==> src/rtl/sram_lsu_port.sv <==
// Load/store port between the RV32 memory stage and a 1024x32 byte-enabled SRAM.
// Requests are decoded combinationally onto the SRAM pins; the response is held in a two-state FSM.
module sram_lsu_port #(
  parameter logic [19:0] BASE_ADDR = 20'h00000
) (
  input  logic        clk,
  input  logic        rst,
  input  logic        req_valid,
  output logic        req_ready,
  input  logic        req_we,
  input  logic [2:0]  req_funct3,
  input  logic [31:0] req_addr,
  input  logic [31:0] req_wdata,
  output logic        resp_valid,
  input  logic        resp_ready,
  output logic [31:0] resp_rdata,
  output logic        resp_err,
  output logic [9:0]  sram_a,
  output logic [31:0] sram_wd,
  output logic [3:0]  sram_wen,
  output logic        sram_cs,
  input  logic [31:0] sram_rd
);

  typedef enum logic {IDLE = 1'b0, RESP = 1'b1} state_t;

  state_t      state_q;
  logic        resp_valid_q;
  logic        resp_err_q;
  logic        we_q;
  logic [2:0]  funct3_q;
  logic [1:0]  off_q;

  logic        hs;
  logic        legal;
  logic        access;

  function automatic logic req_legal(input logic we, input logic [2:0] f3,
                                     input logic [31:0] addr);
    logic ok;
    case (f3)
      3'b000:  ok = 1'b1;
      3'b001:  ok = ~addr[0];
      3'b010:  ok = (addr[1:0] == 2'b00);
      3'b100:  ok = ~we;
      3'b101:  ok = ~we & ~addr[0];
      default: ok = 1'b0;
    endcase
    return ok && (addr[31:12] == BASE_ADDR);
  endfunction

  function automatic logic [3:0] store_wen(input logic [2:0] f3, input logic [1:0] off);
    case (f3[1:0])
      2'b00:   return 4'b0001 << off;
      2'b01:   return 4'b0011 << off;
      default: return 4'b1111;
    endcase
  endfunction

  function automatic logic [31:0] store_wd(input logic [2:0] f3, input logic [31:0] wd);
    case (f3[1:0])
      2'b00:   return {4{wd[7:0]}};
      2'b01:   return {2{wd[15:0]}};
      default: return wd;
    endcase
  endfunction

  function automatic logic [31:0] load_ext(input logic [2:0] f3, input logic [1:0] off,
                                           input logic [31:0] rd);
    logic signed [7:0]  b_s;
    logic signed [15:0] h_s;
    logic signed [31:0] x_s;
    b_s = rd[8*off +: 8];
    h_s = rd[16*off[1] +: 16];
    x_s = rd;
    case (f3[1:0])
      2'b00: begin
        if (f3[2]) x_s = {24'd0, b_s};
        else       x_s = b_s;
      end
      2'b01: begin
        if (f3[2]) x_s = {16'd0, h_s};
        else       x_s = h_s;
      end
      default: x_s = rd;
    endcase
    return x_s;
  endfunction

  assign req_ready = (state_q == IDLE) && !rst;
  assign hs        = req_valid && req_ready;
  assign legal     = req_legal(req_we, req_funct3, req_addr);
  assign access    = hs && legal;

  // Request side: SRAM pins follow the accepted request in the same cycle
  assign sram_cs  = access;
  assign sram_a   = access ? req_addr[11:2] : 10'd0;
  assign sram_wen = (access && req_we) ? store_wen(req_funct3, req_addr[1:0]) : 4'd0;
  assign sram_wd  = (access && req_we) ? store_wd(req_funct3, req_wdata) : 32'd0;

  always_ff @(posedge clk or posedge rst) begin
    if (rst) begin
      state_q      <= IDLE;
      resp_valid_q <= 1'b0;
      resp_err_q   <= 1'b0;
      we_q         <= 1'b0;
    end else begin
      case (state_q)
        IDLE: begin
          if (hs) begin
            state_q      <= RESP;
            resp_valid_q <= 1'b1;
            resp_err_q   <= ~legal;
            we_q         <= req_we;
          end
        end
        RESP: begin
          if (resp_ready) begin
            state_q      <= IDLE;
            resp_valid_q <= 1'b0;
            resp_err_q   <= 1'b0;
          end
        end
        default: state_q <= IDLE;
      endcase
    end
  end

  always_ff @(posedge clk) begin
    if (hs) begin
      funct3_q <= req_funct3;
      off_q    <= req_addr[1:0];
    end
  end

  // Response side: sram_rd is stable in RESP since the SRAM is deselected
  assign resp_valid = resp_valid_q;
  assign resp_err   = resp_err_q;
  assign resp_rdata = (resp_valid_q && !we_q && !resp_err_q)
                      ? load_ext(funct3_q, off_q, sram_rd) : 32'd0;

endmodule

==> config.mk <==
export PLATFORM = sky130hd
export DESIGN_NAME = sram_lsu_port
export DESIGN_NICKNAME = d
export VERILOG_FILES = /design/src/rtl/sram_lsu_port.sv
export SDC_FILE = /design/constraint.sdc
export NUM_CORES = 1
export LEC_CHECK = 0
export CAP_MARGIN = 20
export CORE_UTILIZATION = 32
export CTS_CLUSTER_SIZE = 8
export DETAILED_ROUTE_END_ITERATION = 6
export DONT_BUFFER_PORTS = 1
export PLACE_DENSITY = 0.44
export SYNTH_ARGS = -nofsm -noshare
export SYNTH_HDL_FRONTEND = slang
export SYNTH_SLANG_ARGS = --single-unit
==> constraint.sdc <==
create_clock -name clk -period 2.6 [get_ports clk]
set_input_delay 0.39 -clock clk [delete_from_list [all_inputs] [get_ports clk]]
set_output_delay 0.39 -clock clk [all_outputs]
set_load 0.02 [all_outputs]
==> results.cfg <==
[grt]
grt_pass1_wl_um = 9870
grt_max_degree = 38
grt_pass1_vias = 1965
grt_use_total_pct = 20.6
use_met3_pct = 4.12
grt.met1_usage_pct = 24.3
overflow = 0
use_met2_pct = 38.3
busiest_layer = met2
antenna_found_initial = 0

[layout]
final_common_cell = nand2_1
areaGrowthSynthToFinish_pct = 19.6
final_core_utilization_pct = 39.8
multi_input_area_um2 = 1430
nFillCells = 612
layout_common_cells = nand2_1 (61), buf_4 (43), nor2_1 (28), and3_1 (25), mux2_2 (17)
antenna_cells = 0
drive_above_1_share_pct = 26.1
register_area_um2 = 250
num-nets-final = 408

[sta]
rsz0062_at_grt = no
slew_headroom_pct = 57.8
drv_slew = 0
fin_crit_sh_pct = 93.3
skew_ns = 0.000263
setup_viol = 0
fin_crit_ns = 2.42
hold_viol_final = 0
tightestPinTransition_ns = 0.631
max_freq_mhz = 412
fin_setup_tns_ns = 0

[job]
maxCapViolCount = 0

[drt]
totalWireLength_um = 6700
vias = 2114
first_iter_violations = 78
wl_per_cell_um = 17.9
final_antenna_net_count = 0
routed_via_density = 5.64
drc = 0
first_pass_iters = 4

[logic_synthesis]
syn-num-nets = 384
seq_area_frac_synth_pct = 13.6
synth_edf_count = 5
ys_warn_count = 0
synth_seq_cells = 9
syn_inst = 280
synthArstFlopShare_pct = 44.4
syn_area_um2 = 1840
ys.flop_type = edfxtp_1
ys_types = 36
syn-mean-instance-area_um2 = 6.58

[placement]
hpwl_um = 5410
portBuffers = 0
gp_congestion = 0.764

[floorplanning]
initial_core_util_pct = 33.3
num_rows = 27
die_w_um = 77.9
core_um2 = 5540
dieArea_um2 = 6070
io_pins = 186
die_h_um = 77.9

[power]
total_power_w = 0.000654
power_density_nw_per_um2 = 297
power.leakage_nw = 1.14
ir_worst_vdd_uv = 267

[clocking]
cts_setup_buffers = 0
clock_latency_ns = 0.22
cts_sinks = 9
clockBufferDepth = 2
htreeDepth = 1
root_buffer = clkbuf_8
cts_buffers = 3
clkSlewWorstSetupHoldPaths_ns = 0.04
cts_tree = built

[critical_path]
worstPathArrival_ns = 2.03
endpoint_kind = output pin
reg2reg_slack_ns = 1.27
cp.required_ns = 2.21
critPathLaunchType = flip-flop
cp-startpoint = state_q
crit_path_end = sram_wen[2]
crit_fanout = 9
criticalPathCategory = flip-flop to output pin
rr_worst_depth = 3
r2r-start = state_q
r2r_end = we_q

[run_status]
status = finished, final reports clean

[min_path]
hold_path_class = input port to flip-flop
hp-start = req_funct3[2]
## Yosys cell counts, types with 7 or more instances
master     n  share of area (%)
mux2_2    17                 10
a221oi_1   7                3.3
nand2_1   61                 12
inv_1     14                2.9
and3_1    25                8.5
and2_1    10                3.4
o221a_2    8                4.9
a21oi_1   14                3.8
mux2i_1   10                5.4
a31oi_1    7                2.4
o21ai_0   10                2.7
buf_2      7                1.9
nor3_1     7                1.9
nor2_1    28                5.7
clkbuf_1  15                3.1
## area by class of cell
cell class              count  share of cell area (%)
multi-input cells         232                    65.0
repair buffers             44                    15.1
flip-flops and latches      9                    11.4
well taps                  72                    4.09
inverters                  14                    2.39
clock buffers               4                    2.04
## per-stage QoR
step           std cells  worst slack, ns  cell area, um^2  hold WS (ns)
2_1_floorplan        280            0.372             1840         0.156
3_3_place_gp         370            0.313             2140         0.175
3_5_place_dp         370            0.275             2140         0.172
4_1_cts              375           0.0999             2200         0.256
5_1_grt              375           0.0104             2200         0.246
6_report             375            0.175             2200         0.260
## routing by layer
layer	wire length [um]	share of wire, %	vias to the layer above
met2	3420	51	116
met3	478	7.1	6
met4	57	0.85	0
met5	0	0	-
li1	-	-	1039
met1	2750	41	953
## logic make-up (layout without fill, tap and decap cells)
kind of cell | after synthesis | after routing | synth area share, %
simple gates | 150 | 150 | 40.3
mux | 27 | 27 | 15.8
buf+inv | 39 | 62 | 9.23
compound gates | 55 | 55 | 21.0
flops | 9 | 9 | 13.6
## report_power, final
| part | switching [W] | internal (W) | total (W) |
|---|---|---|---|
| sequential | 0.0000263 | 0.000168 | 0.000194 |
| combinational | 0.000169 | 0.000137 | 0.000306 |
| clock | 0.0000483 | 0.000106 | 0.000154 |
| total | 0.000244 | 0.000411 | 0.000654 |
## flip-flops by register name, summed over array words and instances (netlist names)
name / cells
we_q: 1
resp_valid: 1
funct3_q: 3
state_q: 1
off_q: 2
resp_err: 1
## worst min-delay path by stage
stage	depth (start not counted)	to
after floorplan	1	resp_err
after global placement	1	resp_valid
after detailed placement	1	resp_valid
after CTS	0	funct3_q[2]
after global routing	0	funct3_q[1]
final	0	funct3_q[2]
## repair_timing
| action | 4_1_cts | 5_1_grt |
|---|---|---|
| gates resized for setup | 0 | 1 |
| endpoints found under the hold margin | 4 | 0 |
| hold buffers | 1 | 0 |
| setup endpoints to repair | 0 | 7 |
## worst max-delay path: stages (launching register included)
cell	delay (ns)
dfrtp_1	0.43
nor3b_4	0.24
nand3_2	0.12
or4b_1	0.69
nor2_1	0.17
buf_4	0.15
No activity file was read; power rests on OpenSTA's default activity.
